### config.mk
export PLATFORM = sky130hd
export DESIGN_NAME = fir_operand_sequencer
export DESIGN_NICKNAME = d
export VERILOG_FILES = /design/src/rtl/fir_pkg.sv /design/src/rtl/fir_tag_pipe.sv /design/src/rtl/fir_operand_sequencer.sv
export SDC_FILE = /design/constraint.sdc
export NUM_CORES = 2
export LEC_CHECK = 0
export BUFFER_PORTS_ARGS = -buffer_cell sky130_fd_sc_hd__buf_2
export CAP_MARGIN = 20
export CORE_MARGIN = 2
export CORE_UTILIZATION = 45
export DETAILED_ROUTE_END_ITERATION = 10
export RECOVER_POWER = 50
export SLEW_MARGIN = 20
export SYNTH_ARGS = -nofsm -noshare
export SYNTH_HDL_FRONTEND = slang
export SYNTH_HIERARCHICAL = 1
export SYNTH_SLANG_ARGS = --single-unit
export TNS_END_PERCENT = 50
### constraint.sdc
create_clock -name clk -period 4.43 [get_ports clk]
set_input_delay 0.2215 -clock clk [delete_from_list [all_inputs] [get_ports clk]]
set_output_delay 0.2215 -clock clk [all_outputs]
set_load 0.02 [all_outputs]
### src/rtl/fir_pkg.sv
// Shared types and constants for the FIR operand sequencer: ALU op codes,
// sequencer states, tag layout and the circular-index helper.
package fir_pkg;

  // ALU operation select codes
  localparam logic [1:0] OP_ADD = 2'b00;
  localparam logic [1:0] OP_MUL = 2'b01;

  // Default datapath widths
  localparam int DATA_W   = 16;
  localparam int RESULT_W = 32;

  // Tag layout: {valid, first, last}
  localparam int TAG_W     = 3;
  localparam int TAG_VALID = 2;
  localparam int TAG_FIRST = 1;
  localparam int TAG_LAST  = 0;

  typedef enum logic [1:0] {
    IDLE  = 2'd0,
    ISSUE = 2'd1,
    DRAIN = 2'd2
  } seq_state_t;

  // (head - k) mod ntaps with an explicit wrap, valid for any ntaps
  // (not only powers of two) as long as head and k are in [0, ntaps).
  function automatic int tap_index(input int head, input int k, input int ntaps);
    if (head >= k) begin
      return head - k;
    end else begin
      return head + ntaps - k;
    end
  endfunction

endpackage

### src/rtl/fir_tag_pipe.sv
// DEPTH-stage shift register carrying {valid, first, last} tags alongside the
// ALU pipeline. Asynchronous active-low clear so a reset mid-pass drops every
// in-flight tag.
module fir_tag_pipe
  import fir_pkg::*;
#(
  parameter int DEPTH = 3
) (
  input  logic             clk,
  input  logic             rst,
  input  logic [TAG_W-1:0] tag_in,
  output logic [TAG_W-1:0] tag_out
);

  // chain[0] is the input, chain[DEPTH] the oldest stage
  logic [TAG_W-1:0] chain [DEPTH+1];

  assign chain[0] = tag_in;

  genvar gi;
  generate
    for (gi = 0; gi < DEPTH; gi++) begin : g_stage
      logic [TAG_W-1:0] stage_reg;

      // One pipeline stage: shift the previous stage in every cycle
      always_ff @(posedge clk or negedge rst) begin
        if (!rst) begin
          stage_reg <= '0;
        end else begin
          stage_reg <= chain[gi];
        end
      end

      assign chain[gi+1] = stage_reg;
    end
  endgenerate

  assign tag_out = chain[DEPTH];

endmodule

### src/rtl/fir_operand_sequencer.sv
// FIR operand sequencer: accepts one sample per handshake into a circular
// delay line, then issues NTAPS (sample, coefficient) MUL pairs back to back,
// followed by an ALU_LAT-cycle drain. prod_* tags emerge ALU_LAT cycles after
// each issue, aligned with the ALU result.
// Optional build macro: COEF_WR_GUARD_EN -- drops coefficient writes while a
// pass is in progress and reports them on coef_err.
module fir_operand_sequencer
  import fir_pkg::*;
#(
  parameter int NTAPS   = 64,
  parameter int DATA_W  = fir_pkg::DATA_W,
  parameter int ALU_LAT = 3
) (
  input  logic                     clk,
  input  logic                     rst,
  input  logic                     coef_we,
  input  logic [$clog2(NTAPS)-1:0] coef_addr,
  input  logic [DATA_W-1:0]        coef_wdata,
  input  logic                     in_valid,
  output logic                     in_ready,
  input  logic [DATA_W-1:0]        in_data,
  output logic [DATA_W-1:0]        alu_a,
  output logic [DATA_W-1:0]        alu_b,
  output logic [1:0]               alu_op_sel,
  output logic                     prod_valid,
  output logic                     prod_first,
  output logic                     prod_last,
`ifdef COEF_WR_GUARD_EN
  output logic                     busy,
  output logic                     coef_err
`else
  output logic                     busy
`endif
);

  localparam int IDX_W = $clog2(NTAPS);
  localparam int CNT_W = $clog2(ALU_LAT + 1);
  localparam logic [IDX_W-1:0] LAST_K     = IDX_W'(NTAPS - 1);
  localparam logic [CNT_W-1:0] DRAIN_LAST = CNT_W'(ALU_LAT - 1);

  seq_state_t state_reg, state_next;

  logic [IDX_W-1:0] wr_ptr_reg;
  logic [IDX_W-1:0] head_reg;
  logic [IDX_W-1:0] k_reg, k_next;
  logic [IDX_W-1:0] rd_idx;
  logic [CNT_W-1:0] drain_reg, drain_next;

  logic accept;
  logic coef_wr_en;

  logic [DATA_W-1:0] line_reg [NTAPS];
  logic [DATA_W-1:0] coef_reg [NTAPS];

  logic [DATA_W-1:0] alu_a_reg, alu_a_next;
  logic [DATA_W-1:0] alu_b_reg, alu_b_next;
  logic [1:0]        op_reg, op_next;
  logic [TAG_W-1:0]  tag_issue_reg, tag_next;
  logic [TAG_W-1:0]  tag_out;
  logic              in_ready_reg;
  logic              busy_reg;

  // Newest sample sits at head; tap k looks k samples back in time.
  assign rd_idx = IDX_W'(tap_index(int'(head_reg), int'(k_reg), NTAPS));

`ifdef COEF_WR_GUARD_EN
  logic coef_err_reg;
  assign coef_wr_en = coef_we && !busy_reg;
`else
  assign coef_wr_en = coef_we;
`endif

  // Next-state, tap counter and next operand/tag values
  always_comb begin
    state_next = state_reg;
    k_next     = k_reg;
    drain_next = drain_reg;
    accept     = 1'b0;
    alu_a_next = '0;
    alu_b_next = '0;
    op_next    = OP_ADD;
    tag_next   = '0;
    case (state_reg)
      IDLE: begin
        if (in_valid && in_ready_reg) begin
          accept     = 1'b1;
          k_next     = '0;
          state_next = ISSUE;
        end
      end
      ISSUE: begin
        alu_a_next           = line_reg[rd_idx];
        alu_b_next           = coef_reg[k_reg];
        op_next              = OP_MUL;
        tag_next[TAG_VALID]  = 1'b1;
        tag_next[TAG_FIRST]  = (k_reg == '0);
        tag_next[TAG_LAST]   = (k_reg == LAST_K);
        if (k_reg == LAST_K) begin
          drain_next = '0;
          state_next = DRAIN;
        end else begin
          k_next = k_reg + 1'b1;
        end
      end
      DRAIN: begin
        if (drain_reg == DRAIN_LAST) begin
          state_next = IDLE;
        end else begin
          drain_next = drain_reg + 1'b1;
        end
      end
      default: begin
        state_next = IDLE;
      end
    endcase
  end

  // State register plus tap and drain counters
  always_ff @(posedge clk or negedge rst) begin
    if (!rst) begin
      state_reg <= IDLE;
      k_reg     <= '0;
      drain_reg <= '0;
    end else begin
      state_reg <= state_next;
      k_reg     <= k_next;
      drain_reg <= drain_next;
    end
  end

  // Delay line: store the accepted sample and advance the write pointer
  always_ff @(posedge clk or negedge rst) begin
    if (!rst) begin
      for (int i = 0; i < NTAPS; i++) begin
        line_reg[i] <= '0;
      end
      wr_ptr_reg <= '0;
      head_reg   <= '0;
    end else if (accept) begin
      line_reg[wr_ptr_reg] <= in_data;
      head_reg             <= wr_ptr_reg;
      wr_ptr_reg           <= (wr_ptr_reg == LAST_K) ? '0 : wr_ptr_reg + 1'b1;
    end
  end

  // Coefficient store; a write on the accept cycle lands before the first read
  always_ff @(posedge clk or negedge rst) begin
    if (!rst) begin
      for (int i = 0; i < NTAPS; i++) begin
        coef_reg[i] <= '0;
      end
    end else if (coef_wr_en) begin
      coef_reg[coef_addr] <= coef_wdata;
    end
  end

  // Registered operand, op-select, issue tag and handshake/status outputs
  always_ff @(posedge clk or negedge rst) begin
    if (!rst) begin
      alu_a_reg     <= '0;
      alu_b_reg     <= '0;
      op_reg        <= OP_ADD;
      tag_issue_reg <= '0;
      in_ready_reg  <= 1'b1;
      busy_reg      <= 1'b0;
    end else begin
      alu_a_reg     <= alu_a_next;
      alu_b_reg     <= alu_b_next;
      op_reg        <= op_next;
      tag_issue_reg <= tag_next;
      in_ready_reg  <= (state_next == IDLE);
      busy_reg      <= (state_next != IDLE);
    end
  end

`ifdef COEF_WR_GUARD_EN
  // Flag a coefficient write that arrived while a pass was running
  always_ff @(posedge clk or negedge rst) begin
    if (!rst) begin
      coef_err_reg <= 1'b0;
    end else begin
      coef_err_reg <= coef_we && busy_reg;
    end
  end

  assign coef_err = coef_err_reg;
`endif

  // The issue tag travels with the operands; the pipe delays it so prod_*
  // line up with the ALU result ALU_LAT cycles after the operands appear.
  fir_tag_pipe #(
    .DEPTH (ALU_LAT)
  ) u_tag_pipe (
    .clk     (clk),
    .rst     (rst),
    .tag_in  (tag_issue_reg),
    .tag_out (tag_out)
  );

  assign alu_a      = alu_a_reg;
  assign alu_b      = alu_b_reg;
  assign alu_op_sel = op_reg;
  assign in_ready   = in_ready_reg;
  assign busy       = busy_reg;
  assign prod_valid = tag_out[TAG_VALID];
  assign prod_first = tag_out[TAG_FIRST];
  assign prod_last  = tag_out[TAG_LAST];

endmodule

==> summary.md <==
| Metric | Value |
|---|---|
| Worst-skew pair later-pin latency | `0.86 ns` |
| Overall routing resource usage | `0.237` |
| EDFF count, synth | `0` |
| Tightest Pin Transition | `3.22 ns` |
| Area added between synthesis and finish | `11.7%` |
| Setup Viol. Count Final | `0` |
| Main synth FF type | `dfrtp_1` |
| DRC viols | `0` |
| Post-DP HPWL | `149000 µm` |
| Clk sinks | `2116` |
| Max Clock Freq | `248 MHz` |
| Core area | `212000 µm²` |
| Max incr delay on CP | `1.02 ns` |
| Cell family with most CP delay | `multiplexers` |
| Most frequent CP cell | `inv_1` |
| Final period util | `0.910` |
| Ports | `81` |
| Hold-fix buffers at CTS | `4` |
| Drt via density | `5.87` |
| Die extent in y | `466 µm` |
| Vias in the first global route | `57104` |
| Slew Limit Fails | `159` |
| Highest-count cells in the layout ignoring fill and taps | `dfrtp_1 (2111), mux2_2 (2087), mux4_2 (518), clkbuf_16 (228), nand2_1 (211)` |
| Final clock skew | `0.0262 ns` |
| Slowest-stage cell, CP | `fa_4` |
| Max-cap violations | `2` |
| FP Rows | `169` |
| Gate Count Post-Synth | `6166` |
| Final nets | `6164` |
| Setup crit start kind | `register` |
| TNS Setup | `0 ns` |
| Worst-path maximum fanout | `13` |
| Failing checks | `capacitance limit, slew limit` |
| Sequential share of the synthesized area | `0.551` |
| Initial DRC count | `3497` |
| Hold Vio Cnt, Final | `0` |
| Buf/Inv on CP | `3` |
| Crit. End Element | `register` |
| Crit path arrival time | `4.75 ns` |
| Flops & latches, synth | `2116` |
| Grt total ovfl | `0` |
| CP Class | `reg -> reg` |
| Flop-to-flop setup slack | `0.40 ns` |
| Post-DRT Antenna Nets | `0` |
| RSZ-0062 raised after global routing | `false` |
| Mean post-synth cell area | `15.6 µm²` |
| Asr flop ratio synth | `1.00` |
| Setup bufs post-CTS | `0` |
| CTS Root Cell | `clkbuf_16` |
| Worst Setup Slack, final | `0.398 ns` |
| Synthesized Nets | `6218` |
| CTS Buf Count | `223` |
| GP Congestion | `0.787` |
| Resize count post-CTS | `0` |
| Pre-CTS setup slack | `0.383 ns` |
| Post-synth top area share | `0.551` |
| Hold crit path type | `in -> reg` |
| Starting Density | `0.453` |
| Initial antenna violation count | `9` |
| Fin crit period | `4.03 ns` |
| Cell Area, Synth | `96000 µm²` |
| Peak VDD IR | `0.000893 V` |
| Status | `finished with violations` |
| Pre-antenna DRT Iters | `5` |
| Input/output buffers | `79` |
| Yosys warning total | `6` |
| Largest net degree at the start of global routing | `160` |
| LEAKAGE | `50.5 nW` |
| Power density over cell area | `580 nW/µm²` |
| Post-synthesis cell type count | `67` |
| Leading cell type in the layout, fill and taps excluded | `dfrtp_1` |
| Rel. slew slack | `-1.15` |
| Drt wl/cell | `27.9 µm` |
| Synth area leaders | `dfrtp_1 (55%), mux2_2 (24%), mux4_2 (12%)` |
| Share of cells above drive strength 1 | `0.524` |
| Wirelength, routed | `254000 µm` |
| First-pass GRT wire length | `386000 µm` |
| Vias | `53593` |
| Max clock buf depth | `3` |
| Cell breakdown of the critical path | `inv_1, ha_4, inv_1, fa_4, buf_4, mux4_2, mux2i_1, mux2_2, o22ai_1, or3_1` |
| Number of H-tree levels | `4` |
| CTS tree | `built` |
| Die X | `466 µm` |
| Leading area contributor after synthesis | `dfrtp_1` |
| CP required | `5.15 ns` |
| Die area | `217000 µm²` |
| Clock-pin slew on the worst setup and hold paths | `0.06 ns` |
==> metal layers <==
layer,GRT usage,wire length (µm),vias up,part of all wire
met3,0.0337,11000,372,0.043
li1,-,-,22724,-
met4,0.0658,7160,2,0.028
met5,0,7,-,0.000028
met2,0.387,123000,1096,0.49
met1,0.332,113000,29399,0.44
==> layout make-up <==
cell class | instances | area (µm²)
fillers | 17746 | 105000
flip-flops and latches | 2116 | 53000
multi-input cells | 3463 | 40600
clock buffers | 356 | 6910
well taps | 2821 | 3530
repair buffers | 298 | 2450
clock inverters | 58 | 795
inverters | 10 | 40.0
diodes | 3 | 7.51
==> where the power goes <==
group          total, mW  leakage, nW  switching [mW]  internal [mW]
clock               19.4         3.80            7.91           11.5
sequential          21.9         28.8           0.917           21.0
combinational       20.9         17.9            12.1           8.82
==> logic make-up (layout without fill, tap and decap cells) <==
kind of cell / after synthesis / in the layout / share of synthesized area
buf+inv: 587 / 722 / 0.0273
other cells: 1 / 4 / 0.0000390
mux: 2730 / 2730 / 0.379
compound gates: 208 / 208 / 0.0148
flops: 2116 / 2116 / 0.551
fa+ha+maj: 10 / 10 / 0.00138
xor+xnor: 11 / 11 / 0.00100
simple gates: 503 / 503 / 0.0249
==> through the flow <==
step           area, µm²  cells  power (mW)  hold WS, ns   util
2_1_floorplan      96000   6166        35.9      -0.0741      -
3_3_place_gp       99700   8702        43.2        0.215  0.470
3_5_place_dp       99700   8703        43.5        0.213  0.470
4_1_cts           107000   9121        63.0       0.0378  0.507
5_1_grt           107000   9123        64.9        0.114  0.506
6_report          107000   9125        62.2        0.114  0.506
==> worst register-to-register path, cell delays in order, from the launching register on <==
cell and delay (ns):
dfrtp_1 0.36, inv_1 0.10, ha_4 0.15, inv_1 0.04, fa_4 1.02, buf_4 0.25, mux4_2 0.53, mux2i_1 0.35
mux2_2 0.32, o22ai_1 0.27, or3_1 0.51
==> final timing paths <==
kind                                               startpoint                                  to  depth (start not counted)
setup / recovery                                  head_reg[0]                            alu_a[1]                         10
setup reg to reg                                  head_reg[0]                            alu_a[1]                         10
hold / removal                                   coef_addr[1]                       coef_reg[900]                          3
min in group asynchronous                                 rst                         line_reg[2]                          3
max in group asynchronous                                 rst                       line_reg[420]                          3
hold reg to reg            u_tag_pipe/g_stage[0].stage_reg[0]  u_tag_pipe/g_stage[1].stage_reg[0]                          0
==> synthesized netlist by cell type, drive strengths merged (10+ instances only) <==
cell / count
or3: 18
mux2i: 125
nor2: 95
a31oi: 46
mux2: 2087
a21oi: 18
o22ai: 21
nand2b: 10
mux4: 518
clkbuf: 331
buf: 246
dfrtp: 2115
nand2: 236
inv: 10
and2: 13
a32oi: 11
a21o: 33
nand3: 79
o21ai: 30
Note: power is estimated with default switching activity, not from simulation.
